===== src/rtl/note_parser.sv =====
// Parses a stream of character-ROM addresses ("<letter><space|#><digit>") into a 6-bit note index 1..63.
// Latency: out_valid rises on the clk edge after the octave character is accepted; one err pulse per rejection.
// Backpressure: in_ready drops while a note waits in S_OUT; out_valid/out_note hold until out_ready.
// Optional: define NOTE_PARSER_TIMEOUT_EN to abort a partial note after TIMEOUT_CYCLES idle cycles.
module note_parser #(
   parameter logic [23:0] TIMEOUT_CYCLES = 24'd10_000_000
) (
   input  logic       clk,
   input  logic       rst_n,
   input  logic       in_valid,
   output logic       in_ready,
   input  logic [8:0] in_addr,
   output logic       out_valid,
   input  logic       out_ready,
   output logic [5:0] out_note,
   output logic       err,
   output logic [7:0] err_count
);

   typedef enum logic [1:0] {
      S_LETTER = 2'd0,
      S_ACC    = 2'd1,
      S_OCT    = 2'd2,
      S_OUT    = 2'd3
   } state_t;

   state_t     r_state;
   state_t     w_state_nxt;
   logic [2:0] r_letter;
   logic [2:0] w_letter_nxt;
   logic       r_sharp;
   logic       w_sharp_nxt;
   logic [5:0] r_out_note;
   logic       r_out_valid;
   logic       r_err;
   logic [7:0] r_err_count;

   logic       w_in_xfer;
   logic       w_fmt_ok;
   logic [5:0] w_code;
   logic       w_is_letter;
   logic       w_is_space;
   logic       w_is_hash;
   logic       w_is_digit;
   logic       w_hash_ok;
   logic [2:0] w_oct_m1;
   logic [3:0] w_base_off;
   logic [3:0] w_off;
   logic [6:0] w_note;
   logic       w_err_set;
   logic       w_load_note;
   logic       w_timeout;

   assign in_ready  = (r_state != S_OUT);
   assign out_valid = r_out_valid;
   assign out_note  = r_out_note;
   assign err       = r_err;
   assign err_count = r_err_count;

   assign w_in_xfer = in_valid && in_ready;

   // Character classification: the address must be 8-aligned, the code sits in the upper six bits.
   assign w_fmt_ok    = (in_addr[2:0] == 3'd0);
   assign w_code      = in_addr[8:3];
   assign w_is_letter = w_fmt_ok && (w_code >= 6'd1)  && (w_code <= 6'd7);
   assign w_is_space  = w_fmt_ok && (w_code == 6'h20);
   assign w_is_hash   = w_fmt_ok && (w_code == 6'h23);
   assign w_is_digit  = w_fmt_ok && (w_code >= 6'h31) && (w_code <= 6'h36);
   assign w_oct_m1    = w_code[2:0] - 3'd1;

   // B and E have no sharp; letter index 2 is B, 5 is E.
   assign w_hash_ok = (r_letter != 3'd2) && (r_letter != 3'd5);

   // Semitone offset of the natural letter counted from A.
   always_comb begin
      w_base_off = 4'd0;
      case (r_letter)
         3'd1:    w_base_off = 4'd0;   // A
         3'd2:    w_base_off = 4'd2;   // B
         3'd3:    w_base_off = 4'd3;   // C
         3'd4:    w_base_off = 4'd5;   // D
         3'd5:    w_base_off = 4'd7;   // E
         3'd6:    w_base_off = 4'd8;   // F
         3'd7:    w_base_off = 4'd10;  // G
         default: w_base_off = 4'd0;
      endcase
   end

   // Seven bits so that out-of-range notes (up to 72) can be detected before truncation.
   assign w_off  = w_base_off + {3'd0, r_sharp};
   assign w_note = ({4'd0, w_oct_m1} * 7'd12) + {3'd0, w_off} + 7'd1;

`ifdef NOTE_PARSER_TIMEOUT_EN
   logic [23:0] r_idle;
   logic        w_idle_run;

   assign w_idle_run = ((r_state == S_ACC) || (r_state == S_OCT)) && !w_in_xfer;
   assign w_timeout  = w_idle_run && (r_idle == (TIMEOUT_CYCLES - 24'd1));

   // Idle counter: runs only while a note is partially entered and nothing arrives.
   always_ff @(posedge clk) begin
      if (!rst_n || !w_idle_run || w_timeout) begin
         r_idle <= 24'd0;
      end else begin
         r_idle <= r_idle + 24'd1;
      end
   end
`else
   // No abort in this build; the parameter is referenced only to keep one interface for both builds.
   assign w_timeout = 1'b0 && (TIMEOUT_CYCLES != 24'd0);
`endif

   // Next-state and datapath control for the three-character grammar.
   always_comb begin
      w_state_nxt  = r_state;
      w_letter_nxt = r_letter;
      w_sharp_nxt  = r_sharp;
      w_err_set    = 1'b0;
      w_load_note  = 1'b0;
      case (r_state)
         S_LETTER: begin
            if (w_in_xfer) begin
               if (w_is_letter) begin
                  w_letter_nxt = w_code[2:0];
                  w_state_nxt  = S_ACC;
               end else if (!w_is_space) begin
                  w_err_set = 1'b1;
               end
            end
         end
         S_ACC: begin
            if (w_in_xfer) begin
               if (w_is_space) begin
                  w_sharp_nxt = 1'b0;
                  w_state_nxt = S_OCT;
               end else if (w_is_hash && w_hash_ok) begin
                  w_sharp_nxt = 1'b1;
                  w_state_nxt = S_OCT;
               end else begin
                  w_err_set   = 1'b1;
                  w_state_nxt = S_LETTER;
               end
            end
         end
         S_OCT: begin
            if (w_in_xfer) begin
               if (w_is_digit && (w_note <= 7'd63)) begin
                  w_load_note = 1'b1;
                  w_state_nxt = S_OUT;
               end else begin
                  w_err_set   = 1'b1;
                  w_state_nxt = S_LETTER;
               end
            end
         end
         S_OUT: begin
            if (out_ready) begin
               w_state_nxt = S_LETTER;
            end
         end
         default: w_state_nxt = S_LETTER;
      endcase
      if (w_timeout) begin
         w_err_set   = 1'b1;
         w_state_nxt = S_LETTER;
      end
   end

   // State, partial-note, output and error registers.
   always_ff @(posedge clk) begin
      if (!rst_n) begin
         r_state     <= S_LETTER;
         r_letter    <= 3'd0;
         r_sharp     <= 1'b0;
         r_out_note  <= 6'd0;
         r_out_valid <= 1'b0;
         r_err       <= 1'b0;
         r_err_count <= 8'd0;
      end else begin
         r_state     <= w_state_nxt;
         r_letter    <= w_letter_nxt;
         r_sharp     <= w_sharp_nxt;
         r_out_valid <= (w_state_nxt == S_OUT);
         r_err       <= w_err_set;
         if (w_load_note) begin
            r_out_note <= w_note[5:0];
         end
         if (w_err_set && (r_err_count != 8'hFF)) begin
            r_err_count <= r_err_count + 8'd1;
         end
      end
   end

endmodule


===== config.mk =====
export PLATFORM = sky130hd
export DESIGN_NAME = note_parser
export DESIGN_NICKNAME = d
export VERILOG_FILES = /design/src/rtl/note_parser.sv
export SDC_FILE = /design/constraint.sdc
export NUM_CORES = 1
export LEC_CHECK = 0
export CAP_MARGIN = 20
export CORE_ASPECT_RATIO = 0.6
export CORE_MARGIN = 3
export CORE_UTILIZATION = 52
export DETAILED_ROUTE_END_ITERATION = 8
export GPL_ROUTABILITY_DRIVEN = 1
export PLACE_DENSITY = 0.79
export SLEW_MARGIN = 20
export SYNTH_ARGS = -nofsm -noshare
export SYNTH_HDL_FRONTEND = slang
export SYNTH_SLANG_ARGS = --single-unit
export TNS_END_PERCENT = 50

===== constraint.sdc =====
create_clock -name clk -period 5.6 [get_ports clk]
set_input_delay 1.68 -clock clk [delete_from_list [all_inputs] [get_ports clk]]
set_output_delay 1.68 -clock clk [all_outputs]
set_load 0.005 [all_outputs]

Yosys cells after proc, flatten, opt, wreduce, memory -nomap -nowiden
Cells that the tools add are included.
{ "totals": {"register_bits": 22, "latchBits": 0, "ram_bits": 0, "romBits": 0, "inputBits": 13, "out_inout_bits": 17, "elab_cells": 74, "memories": 0} }
{ "classes": {"addsub": 5, "multipliers": 1, "div_mod_pow": 0, "magnitude_cmp": 5, "eq_ne": 16, "shift": 0, "mux": 24, "bitwise": 0, "reduce_logical": 16} }
{ "op_table": {"columns": ["cell", "count"], "rows": [
  ["one-hot mux 4 bit (6 select lines)", 1],
  ["two-way mux 2 bit", 8],
  ["two-way mux 1 bit", 13],
  ["equality test 3 bit, second input constant", 4],
  ["equality test 6 bit, second input constant", 2],
  ["logical AND 1 bit", 11],
  ["adder 8 x 1 -> 8 bit, second input constant", 1],
  ["!= test 8 bit, second input constant", 1],
  ["one-hot mux 2 bit (4 select lines)", 1],
  ["adder 7 x 1 -> 7 bit, second input constant", 1],
  ["adder 7 x 4 -> 7 bit", 1],
  ["<= comparator 7 x 6 -> 1 bit, second input constant", 1],
  ["equality test 2 bit, second input constant", 3],
  ["equality test 3 x 2 -> 1 bit, second input constant", 2],
  [">= comparator 6 x 1 -> 1 bit, second input constant", 1],
  [">= comparator 6 bit, second input constant", 1],
  ["<= comparator 6 x 3 -> 1 bit, second input constant", 1],
  ["<= comparator 6 bit, second input constant", 1],
  ["AND reduction 3 bit", 2],
  ["multiplier 3 x 2 -> 5 bit, second input constant", 1],
  ["adder 4 x 1 -> 4 bit", 1],
  ["zero test 3 bit", 1],
  ["!= test 3 x 2 -> 1 bit, second input constant", 1],
  ["!= test 3 bit, second input constant", 1],
  ["other kinds (6)", 6]
]} }

Longest topological paths before layout
{ "depth": {"depth_word": 11, "ltp_mapped": 14, "depth_no_buf": 13} }

Least setup slack after synthesis
OpenSTA, ideal clock, no wires.
{ "synth_path": {"kind": "input to register", "start": "in in_addr[3]", "end": "reg r_err_count[3], in the netlist err_count[3]", "setup_ns": 0.059, "arrival_ns": 4.702, "required_ns": 5.541, "path_slack_ns": 0.839, "path_stages": 13, "path_buffers": 2, "cell_sequence": "inv_1 ha_1 clkbuf_1 xor2_1 fa_1 xor3_2 nand4_2 nor4b_4 nor4_1 or3b_1 buf_6 or4_1 nand2_1"} }
{ "synth_between": {"elab_chain_cells": 10, "word_cells_on_any_way": 29, "classes_between": "add/sub: 3; mul: 1; order compare: 5; eq/ne: 2; mux: 9; reduce/logical: 9"} }
{ "synth_lines": {"columns": ["element", "line_no", "source"], "rows": [
  ["start: declaration", "12", "input logic [8:0] in_addr,"],
  ["subtractor 3 x 1 -> 3 bit", "69", "assign w_oct_m1 = w_code[2:0] - 3'd1;"],
  ["multiplier 3 x 2 -> 5 bit", "91", "assign w_note = ({4'd0, w_oct_m1} * 7'd12) + {3'd0, w_off} + 7'd1;"],
  ["adder 7 x 4 -> 7 bit", "91", null],
  ["adder 7 x 1 -> 7 bit", "91", null],
  ["<= comparator 7 x 6 -> 1 bit", "147", "if (w_is_digit && (w_note <= 7'd63)) begin"],
  ["logical AND 1 bit", "147", null],
  ["two-way mux 1 bit", "147", null],
  ["two-way mux 1 bit", "146", "if (w_in_xfer) begin"],
  ["one-hot mux 1 bit (3 select lines) *", "120", "case (r_state)"],
  ["logical AND 1 bit *", "188", "if (w_err_set && (r_err_count != 8'hFF)) begin"],
  ["end signal: assignment", "189", "r_err_count <= r_err_count + 8'd1;"],
  ["end: declaration", "36", "logic [7:0] r_err_count;"]
]} }
Mark *: on every way between the ends. The rest lies on a longest branch, timed or not.
A chain may end at the register's enable or synchronous reset.

Final worst setup path
Ends and elaborated chain as after synthesis.

==> flow_summary.ini <==
[run_status]
outcome = finished, final reports clean

[pwr]
power_density_nw_per_um2 = 169.9
p_leak_nw = 0.8038
peakVddDrop_mv = 0.09592

[critical_path]
end_kind = register
start_kind = primary input
crit_arrival_ps = 5390
crit_fanout = 10
critical_path_class = in2reg
required_ps = 5810

[floorplan]
start_util = 0.5564
dieArea_um2 = 3863
boundaryPins = 30
core-area_um2 = 2928
die_x_um = 78.26
chipHeight_um = 49.36
rows = 15

[placement]
dpl.hpwl_mm = 3.064
place_congestion = 0.8504
port_buffers = 29
pre_cts_ws_ps = 149.2
place_area_um2 = 1964

[clocking]
htree_levels = 1
cts_tree = done
clk_pin_slew_ps = 80
cts_setup_buffers = 0
cts_resized = 0
hold_buffers = 0
cts_buffers = 3
clockBufferDepth = 2
insertion_delay_ps = 260
clock-sinks = 22
cts-root-buf = clkbuf_8

[sta]
setup-tns-final_ps = 0
rsz0062_at_grt = false
finalSetupViolCount = 0
final.period_utilization = 0.9253
whs_ps = 510.4
fmax_mhz = 193.0
worst_slack_ps = 418.6
period_needed_ps = 5181
tightest_slew_ps = 686.5
max_slew_margin = 0.5365
hold_viol_final = 0
skew_ps = 2.679
maxSlewViolCount = 0

[yosys]
synth_flop_cell = dfxtp_1
synth_top_cell_by_area = dfxtp_1
synth_top_cell_area_share = 0.2704
syn_area_per_cell_um2 = 8.529
synth-seq-cells = 22
async_reset_ff_frac = 0
synth_common_cells = dfxtp_1, ha_1, nor2_1
synth_edf_count = 0
ys_seq_area_frac = 0.2704
yosys_warnings = 0
syn_nets = 224
synth.area.top_cells = dfxtp_1, ha_1, mux2i_1, o21ai_0, nor2_1
synthCells = 191
syn_area_um2 = 1629
synth_most_common_cell = dfxtp_1
yosysUniqueCellTypes = 45

[global_routing]
globalRouteOverflowTotal = 0
grt_pass1_wl_mm = 6.382
antenna_found_initial = 0
grt_usage = 0.2059
grt_max_degree = 20
grt_pass1_vias = 1390

[layout]
drive_gt1_frac = 0.06726
fin_nets = 257
nFillCells = 245
final_cell_area_um2 = 2019
syn_to_final_growth_pct = 23.96
num_antenna_cells = 0

[routing]
met2_length_mm = 1.685
met3RoutedLength_um = 200
firstDrtPassIters = 4
met1_length_mm = 1.886
drt_iter0_markers = 71
route.detailed.drc = 0
vias = 1478
viasPerCell = 5.577
drt-total-wl_mm = 3.844
drt-wirelength-per-cell_um = 14.51
topRoutingLayerUsed = met4
final_antenna_net_count = 0

[run]
maxCapViolations = 0

[hold_path]
hold_class = reg2reg
[sequential cells by signal, summed over array words and instances, names as in the netlist]
| name | cells |
|---|---|
| err_count | 8 |
| out_note | 6 |
| r_letter | 3 |
| r_state | 2 |
| err | 1 |
| out_valid | 1 |
| r_sharp | 1 |
[area by class of cell]
cell class,instances,area [um2],area share
Multi-Input combinational cell,151,1106,0.5477
Sequential cell,22,440.4,0.2181
Timing Repair Buffer,32,312.8,0.1549
Clock buffer,4,55.05,0.02726
Inverter,14,52.55,0.02602
Tap cell,42,52.55,0.02602
[metrics by stage]
step                total power [mW]  cells    util
global placement              0.2294    261  0.6709
detailed placement            0.2314    261  0.6709
floorplan                     0.2085    191       -
CTS                           0.3455    265  0.6897
finish                        0.3431    265  0.6897
global route                  0.3605    265  0.6897
[cells by family after synthesis]
logic type	Yosys count	synth area share
AND/OR/NAND/NOR	76	0.2727
XOR/XNOR	9	0.05837
flip-flops	22	0.2704
adder cells (fa/ha/maj)	20	0.1582
buffers and inverters	18	0.05069
AO/OA/AOI/OAI	38	0.1406
multiplexers	8	0.04916
[report_power, final]
group,switching [mW],internal [mW],total [mW]
Clock,0.0515,0.0627,0.114
Sequential,0.00249,0.158,0.161
Combinational,0.0349,0.0332,0.0682
[cell usage in the layout (no fill, tap or decap), types with 2 or more instances in the layout]
cell              n
a21o_1            2
a21oi_1          11
a31oi_1           3
and3_1            4
buf_4             3
clkbuf_8          4
clkdlybuf4s50_1  29
dfxtp_1          22
ha_1             19
inv_1            13
mux2i_1           8
nand2_1          15
nand2b_1          5
nand3_1           6
nand3b_1          2
nor2_1           17
nor2b_1           3
nor3_1            3
nor3b_1           2
o211ai_1          3
o21ai_0          13
or3_1             3
or4_1             4
xnor2_1           3
xor2_1            5
[final timing paths]
| check | from | to | slack (ps) | cells past startpoint |
|---|---|---|---|---|
| worst max-delay path | in_addr[3] | err_count[3] | 420 | 12 |
| worst min register to register | out_note[5] | out_note[5] | 510 | 2 |
| worst min-delay path | out_note[5] | out_note[5] | 510 | 2 |
| worst max register to register | r_letter[2] | err_count[3] | 1790 | 13 |
[worst max-delay path, stage by stage]
cell and delay (ps):
clkdlybuf4s50_1 570, inv_1 130, ha_1 350, inv_1 90, fa_1 470, xor2_1 310, mux2i_1 330, or4_1 220
nor4_1 90, or3b_1 540, or4_1 520, nand2_1 90
[routing by layer]
metal	global-route usage	vias to the layer above
met3	0.05166	11
met5	0	-
met1	0.2838	670
li1	-	741
met4	0.04651	0
met2	0.3239	56
Note: power is estimated with default switching activity, not from simulation.
